`src/rtl/pc_sequencer.sv`:
```
// Program-counter sequencer with trap vectoring, redirect and a circular return-address stack.
// Next-PC priority: trap, then (under pc_en) redirect, ret-pop, sequential step.
module pc_sequencer #(
    parameter int unsigned WIDTH     = 8,
    parameter logic [31:0] STEP      = 32'd1,
    parameter logic [31:0] RESET_VEC = 32'd0,
    parameter logic [31:0] TRAP_VEC  = 32'hF0,
    parameter int unsigned RAS_DEPTH = 4
) (
    input  logic             clk,
    input  logic             rst_n,
    input  logic             pc_en,
    input  logic             trap,
    input  logic             redirect,
    input  logic [WIDTH-1:0] target,
    input  logic             call,
    input  logic             ret,
    input  logic             clear_err,
    output logic [WIDTH-1:0] pc_out,
    output logic [WIDTH-1:0] ras_top,
    output logic             ras_empty,
    output logic             ras_full,
    output logic             ras_ovf,
    output logic             ras_udf
);

    localparam int unsigned PW = $clog2(RAS_DEPTH);
    localparam int unsigned CW = PW + 1;
    localparam logic [WIDTH-1:0] STEP_W  = STEP[WIDTH-1:0];
    localparam logic [WIDTH-1:0] RESET_W = RESET_VEC[WIDTH-1:0];
    localparam logic [WIDTH-1:0] TRAP_W  = TRAP_VEC[WIDTH-1:0];
    localparam logic [CW-1:0]    FULL_CNT = CW'(RAS_DEPTH);

    logic [WIDTH-1:0] pc_q, pc_d;
    logic [WIDTH-1:0] ras_q [RAS_DEPTH];
    logic [WIDTH-1:0] ras_d [RAS_DEPTH];
    logic [PW-1:0]    ptr_q, ptr_d;
    logic [CW-1:0]    cnt_q, cnt_d;
    logic             ovf_q, ovf_d;
    logic             udf_q, udf_d;

    logic [WIDTH-1:0] seq_pc;
    logic [PW-1:0]    top_idx;
    logic             push, pop;

    // ptr_q addresses the next free slot; when full it is also the oldest entry,
    // so a push-when-full overwrites it naturally.
    assign seq_pc  = pc_q + STEP_W;
    assign top_idx = ptr_q - PW'(1);

    always_comb begin
        pc_d  = pc_q;
        ptr_d = ptr_q;
        cnt_d = cnt_q;
        ovf_d = ovf_q & ~clear_err;
        udf_d = udf_q & ~clear_err;
        push  = 1'b0;
        pop   = 1'b0;
        for (int i = 0; i < int'(RAS_DEPTH); i++) begin
            ras_d[i] = ras_q[i];
        end

        if (trap) begin
            pc_d = TRAP_W;
        end else if (pc_en) begin
            if (redirect) begin
                pc_d = target;
                push = call;
            end else if (ret && cnt_q != '0) begin
                pc_d = ras_q[top_idx];
                pop  = 1'b1;
            end else begin
                pc_d = seq_pc;
                if (ret) begin
                    udf_d = 1'b1;
                end
            end
        end

        if (push) begin
            ras_d[ptr_q] = seq_pc;
            ptr_d = ptr_q + PW'(1);
            if (cnt_q == FULL_CNT) begin
                ovf_d = 1'b1;
            end else begin
                cnt_d = cnt_q + CW'(1);
            end
        end else if (pop) begin
            ptr_d = top_idx;
            cnt_d = cnt_q - CW'(1);
        end
    end

    always_ff @(posedge clk or negedge rst_n) begin
        if (!rst_n) begin
            pc_q  <= RESET_W;
            ptr_q <= '0;
            cnt_q <= '0;
            ovf_q <= 1'b0;
            udf_q <= 1'b0;
            for (int i = 0; i < int'(RAS_DEPTH); i++) begin
                ras_q[i] <= '0;
            end
        end else begin
            pc_q  <= pc_d;
            ptr_q <= ptr_d;
            cnt_q <= cnt_d;
            ovf_q <= ovf_d;
            udf_q <= udf_d;
            for (int i = 0; i < int'(RAS_DEPTH); i++) begin
                ras_q[i] <= ras_d[i];
            end
        end
    end

    assign pc_out    = pc_q;
    assign ras_empty = (cnt_q == '0);
    assign ras_full  = (cnt_q == FULL_CNT);
    assign ras_top   = ras_empty ? '0 : ras_q[top_idx];
    assign ras_ovf   = ovf_q;
    assign ras_udf   = udf_q;

endmodule

```
`config.mk`:
```
export PLATFORM = sky130hd
export DESIGN_NAME = pc_sequencer
export DESIGN_NICKNAME = d
export VERILOG_FILES = /design/src/rtl/pc_sequencer.sv
export SDC_FILE = /design/constraint.sdc
export NUM_CORES = 1
export LEC_CHECK = 0
export ABC_AREA = 1
export ABC_CLOCK_PERIOD_IN_PS = 5200
export BUFFER_PORTS_ARGS = -buffer_cell sky130_fd_sc_hd__clkbuf_2
export CORE_ASPECT_RATIO = 0.75
export CORE_UTILIZATION = 33
export DETAILED_ROUTE_END_ITERATION = 16
export PLACE_DENSITY = 0.5
export SETUP_SLACK_MARGIN = 0.3
export SLEW_MARGIN = 40
export SYNTH_ARGS = -nofsm -noshare
export SYNTH_HDL_FRONTEND = slang
export SYNTH_SLANG_ARGS = --single-unit
```
`constraint.sdc`:
```
create_clock -name clk -period 5.2 [get_ports clk]
set_clock_uncertainty 0.15 [all_clocks]
set_input_delay 0.52 -clock clk [delete_from_list [all_inputs] [get_ports clk]]
set_output_delay 0.52 -clock clk [all_outputs]
set_load 0.01 [all_outputs]
```
==> impl_metrics.yaml, run 1 <==
status:
  status: "finished clean"
final_layout:
  antenna_cells: 0
  layout-drive-gt1-share_pct: 18.1
  final_common_cell: "nand2_1"
  syn2layout_area_growth_pct: 12.2
  final_cell_mix: "115 x nand2_1, 47 x dfrtp_1, 35 x clkbuf_2, 29 x nor2_1, 26 x nand3_1"
  fillers: 778
  layout.nets: 391
setup_path:
  critPathCaptureType: "output port"
  critPathRequiredTime_ns: 4.53
  cp_slowest_cell: "dfrtp_1"
  crit_top_cell: "inv_2"
  path_class: "reg -> out"
  worstPathMaxFanout: 21
  r2r_slack_ns: 2.56
  slowest_delay_ns: 0.83
  cp-start-kind: "flip-flop"
  worstPathArrival_ns: 2.69
  cp_cell_sequence: "inv_2 > ha_1 > inv_2 > a21oi_1 > o21ai_0 > nand2_1 > nor2_1 > clkbuf_2"
place:
  gp_congestion: 0.835
  dp_slack_ns: 2.20
  io_buffers: 35
  dp_hpwl_mm: 5.02
routing:
  first_pass_iters: 5
  drtIter0Drc: 141
  totalWireLength_mm: 6.85
  dr_total_vias: 2281
  ant_nets: 0
  vias_per_cell: 4.84
  drt_drc_violations_left: 0
  avgRoutedWirePerCell_um: 14.5
sta:
  fin_crit_ns: 3.36
  period_share_pct: 64.5
  tns_ns: 0
  rsz0062_at_grt: "no"
  setup_viol_count_final: 0
  postLayoutSetupSlackWorst_ns: 1.84
  whs_ns: 0.161
  tightest_slew_ns: 0.739
  finalHoldViolCount: 0
  slew_headroom_pct: 50.7
  slew_viol_final: 0
  max_freq_mhz: 298
global_route:
  gr-total-overflow: 0
  grt_usage_pct: 18.2
  grt_pass1_vias: 2133
  antenna_found_initial: 0
  grt_max_degree: 48
  grt_pass1_wl_mm: 11.5
clock_network:
  post_cts_buffers: 0
  clockBufferDepth: 2
  ctsHtreeMaxLevel: 2
  clkSinkCount: 47
  clk_latency_ns: 0.30
  cts_made_buffers: 5
  clk_pin_slew_ns: 0.09
  cts_resized: 0
  cts_tree: "built"
  cts_root_buf: "clkbuf_8"
  postCtsHoldBufs: 0
power_and_ir_drop:
  ir_drop_mv: 0.291
  power_leakage_uw: 0.00156
  power_density_nw_per_um2: 549
floorplan:
  die_h_um: 78.6
  dieArea_um2: 8180
  die_w_um: 104
  io_pins: 36
  core_um2: 7470
  start_util_pct: 34.5
  rows: 27
flow_run:
  maxCapViolCount: 0
synthesis:
  synth-seq-cells: 47
  yosysSeqAreaShare_pct: 45.6
  syn_area_um2: 2580
  yosys_warnings: 0
  synthCells: 336
  yosysUniqueCellTypes: 26
  syn-num-nets: 358
  synth_area_per_cell_um2: 7.67
min_path:
  hold_path_class: "in -> async"
## Yosys cell counts
| cell | n | share of area, % |
|---|---|---|
| a21oi_1 | 14 | 2.7 |
| a22o_1 | 1 | 0.34 |
| and2_1 | 2 | 0.49 |
| and2_4 | 1 | 0.34 |
| buf_2 | 5 | 0.97 |
| buf_4 | 1 | 0.29 |
| buf_6 | 4 | 1.7 |
| dfrtp_1 | 47 | 46 |
| ha_1 | 6 | 2.9 |
| inv_1 | 21 | 3.1 |
| inv_2 | 6 | 0.87 |
| inv_4 | 1 | 0.24 |
| nand2_1 | 115 | 17 |
| nand2_2 | 6 | 1.5 |
| nand2_4 | 2 | 0.87 |
| nand3_1 | 26 | 5.0 |
| nand3b_1 | 2 | 0.58 |
| nand4_4 | 1 | 0.82 |
| nor2_1 | 29 | 4.2 |
| nor3_2 | 1 | 0.39 |
| o211ai_1 | 1 | 0.29 |
| o21ai_0 | 18 | 3.5 |
| o21ai_1 | 18 | 3.5 |
| o21ai_2 | 4 | 1.4 |
| xnor2_2 | 1 | 0.63 |
| xor2_1 | 3 | 1.0 |
## final timing paths
path	end	cells after the start	from
min in group clk	ras_ovf$_DFF_PN0_	4	clear_err
max	ras_top[2]	8	ptr_q[0]$_DFFE_PN0P_
min	ras_q[0]$_DFFE_PN0P_	2	rst_n
min reg2reg	ras_q[2]$_DFFE_PN0P_	2	ras_q[2]$_DFFE_PN0P_
max reg2reg	pc_out[2]$_DFFE_PN0P_	9	ptr_q[0]$_DFFE_PN0P_
max in group asynchronous	ras_q[18]$_DFFE_PN0P_	2	rst_n
## cell type report
cell class | count | area (um2) | share of cell area [%]
tap | 101 | 126 | 4.37
clock buffer | 5 | 68.8 | 2.38
clock inverter | 3 | 15.0 | 0.519
timing repair buffer | 36 | 183 | 6.31
sequential | 47 | 1180 | 40.6
inverter | 28 | 108 | 3.72
multi-input combinational | 251 | 1220 | 42.1
## state kept, by name, indices dropped and copies added (netlist names)
signal / cells
ras_ovf: 1
ras_udf: 1
ptr_q: 2
pc_out: 8
ras_q: 32
cnt_q: 3
## critical path: cells and delay by family, from the launching register on
family                     cells  cell delay (ns)
AOI/OAI and AO/OA              2             0.22
buffers and inverters          3             0.59
DFF                            1             0.83
and+or+nand+nor                2             0.16
adders and majority gates      1             0.57
## routing by layer
metal  track usage, %  up-vias  part of all wire [%]
met4             4.71        0                  0.58
li1                 -     1142                     -
met1             27.8     1073                    53
met5                0        -                     0
met3             3.16        4                   5.6
met2             26.3       62                    41
## through the flow
stage,cell area (um2),util (%),instances,total power [uW]
floorplan,2580,-,336,1140
global placement,2810,37.6,463,1370
detailed placement,2810,37.6,463,1380
CTS,2890,38.8,471,1600
global route,2890,38.8,471,1740
finish,2890,38.8,471,1590
## power by group
group	total [uW]	internal (uW)	switching [uW]
registers	626	502	123
logic	743	272	471
clock network	221	92.4	128
## cells by family (layout without fill, tap and decap cells)
group                      after synthesis  after routing  share of synthesized area, %
buffers and inverters                   38             72                          7.18
xor gates and xnor gates                 4              4                          1.65
AOI/OAI and AO/OA                       56             56                          11.7
adders and majority gates                6              6                          2.91
and+or+nand+nor                        185            185                          31.0
DFF                                     47             47                          45.6
No activity file was read; power rests on OpenSTA's default activity.
==> inputs of run 2 (changes only) <==
Settings changed: ABC_CLOCK_PERIOD_IN_PS 5200 to 3200.
Clock period 5.2 ns to 3.2 ns, I/O delays scaled along.
==> impl_metrics.yaml, run 2 (same netlist as run 1, synthesis figures left out) <==
status:
  status: "finished clean"
final_layout:
  multi_input_area_um2: 1220
  antenna_cells: 0
  final_util_pct: 39.5
  regArea_um2: 1180
  layout.nets: 393
  final_common_cell: "nand2_1"
  largest_reg_flops: 32
  syn2layout_area_growth_pct: 14.2
  fillers: 825
  layout-drive-gt1-share_pct: 18.3
  regMostFlops: "ras_q"
  final_cell_mix: "115 x nand2_1, 47 x dfrtp_1, 34 x clkbuf_2, 29 x nor2_1, 26 x nand3_1"
sta:
  max_freq_mhz: 407
  slew_headroom_pct: 53.9
  postLayoutSetupSlackWorst_ns: 0.742
  tightest_slew_ns: 0.692
  setup_viol_count_final: 0
  period_share_pct: 76.8
  slew_viol_final: 0
  rsz0062_at_grt: "no"
  tns_ns: 0
  finalHoldViolCount: 0
  fin_crit_ns: 2.46
power_and_ir_drop:
  swShare_pct: 43.6
  pwr-share-comb_pct: 46.6
  clkPwrFrac_pct: 17.2
  seqPwrFrac_pct: 36.2
  power_density_nw_per_um2: 915
  p_int_uw: 1520
  ir_drop_mv: 0.343
  power.switching_uw: 1180
  power_leakage_uw: 0.00159
setup_path:
  cp-start-kind: "flip-flop"
  worstPathArrival_ns: 1.99
  crit_top_cell: "inv_2"
  path_class: "reg -> out"
  r2r_slack_ns: 1.18
  critPathRequiredTime_ns: 2.73
  slowest_delay_ns: 0.40
  critPathCaptureType: "output port"
  cp_cell_sequence: "inv_2 > ha_1 > inv_2 > o211ai_1 > a21oi_1 > clkbuf_2"
  path_buf_inv: 3
  cp_slowest_cell: "ha_1"
  worstPathMaxFanout: 17
  crit_family: "buffers and inverters"
routing:
  drtIter0Drc: 118
  vias_per_cell: 4.73
  first_pass_iters: 4
  dr_total_vias: 2235
  drt_drc_violations_left: 0
  ant_nets: 0
  totalWireLength_mm: 6.80
  avgRoutedWirePerCell_um: 14.4
place:
  gp_congestion: 0.829
  io_buffers: 35
  dp_slack_ns: 1.04
  dp_hpwl_mm: 5.10
clock_network:
  cts_tree: "built"
  clk_pin_slew_ns: 0.09
  clkSinkCount: 47
  cts_root_buf: "clkbuf_8"
  clockBufferDepth: 2
  clk_latency_ns: 0.30
  cts_made_buffers: 5
  ctsHtreeMaxLevel: 2
  post_cts_buffers: 0
floorplan:
  die_h_um: 78.6
  io_pins: 36
  start_util_pct: 34.5
  rows: 27
  core_um2: 7470
  dieArea_um2: 8180
  die_w_um: 104
global_route:
  gr-total-overflow: 0
  grt_pass1_vias: 2155
  grt_pass1_wl_mm: 11.4
  antenna_found_initial: 0
  grt_usage_pct: 18.0
  grt_max_degree: 30
flow_run:
  maxCapViolCount: 0
min_path:
  hold_path_class: "in -> reg"
## run 2: cell count changes in the layout (fill, tap and decap cells not counted)
cell,change
bufinv_16,+1
clkinv_2,-2
dlygate4sd3_1,+1
clkbuf_2,-1
buf_4,+1
clkbuf_8,+1
buf_2,+1
## run 2: metal layers
layer / track usage [%] / vias to the layer above / routed length, um
met4: 3.86 / 0 / 55
li1: - / 1138 / -
met2: 26.7 / 59 / 2840
met5: 0 / - / 0
met1: 27.2 / 1032 / 3570
met3: 3.16 / 6 / 335
## run 2: worst paths after layout
kind / startpoint / end / depth (start not counted)
worst max-delay path: ptr_q[0]$_DFFE_PN0P_ / ras_top[4] / 6
worst min-delay path: clear_err / ras_ovf$_DFF_PN0_ / 4
worst max register to register: ptr_q[0]$_DFFE_PN0P_ / pc_out[0]$_DFFE_PN0P_ / 8
worst min register to register: ras_q[11]$_DFFE_PN0P_ / ras_q[11]$_DFFE_PN0P_ / 2
max in group asynchronous: rst_n / ras_q[25]$_DFFE_PN0P_ / 3
min in group asynchronous: rst_n / ras_q[22]$_DFFE_PN0P_ / 2
## run 2: cell type report
cell class / count / share of cell area, %
clock buffers: 6 / 2.80
well taps: 101 / 4.29
flip-flops and latches: 47 / 39.9
repair buffers: 38 / 6.80
multi-input cells: 251 / 41.3
clock inverters: 2 / 1.19
inverters: 28 / 3.65
## run 2: worst register-to-register path, stage by stage, from the launching register on
cell and delay [ns]:
dfrtp_1 0.39, inv_2 0.23, ha_1 0.40, inv_2 0.20, nand3_1 0.10, nand2_1 0.12, o21ai_1 0.10, o21ai_0 0.16
nand2_1 0.06
## run 2: power by group through the flow
stage               registers (uW)  clock network (uW)  logic [uW]
finish                         976                 463        1260
global route                  1010                 501        1460
CTS                            975                 476        1280
detailed placement             982                   0        1280
global placement               982                   0        1260
floorplan                      944                   0         905
## run 2: repair_timing
action | 4_1_cts | 5_1_grt
resized for setup | 0 | 0
hold buffers | 1 | 0
endpoints found under the setup margin | 0 | 0
hold endpoints to repair | 28 | 0
## run 2: stage by stage
step	power (uW)	cell area, um2	hold WS (ns)	instances
finish	2700	2950	0.152	473
global route	2960	2950	0.176	473
CTS	2730	2950	0.156	473
detailed placement	2260	2820	0.280	464
global placement	2240	2820	0.289	464
floorplan	1850	2580	-0.126	336
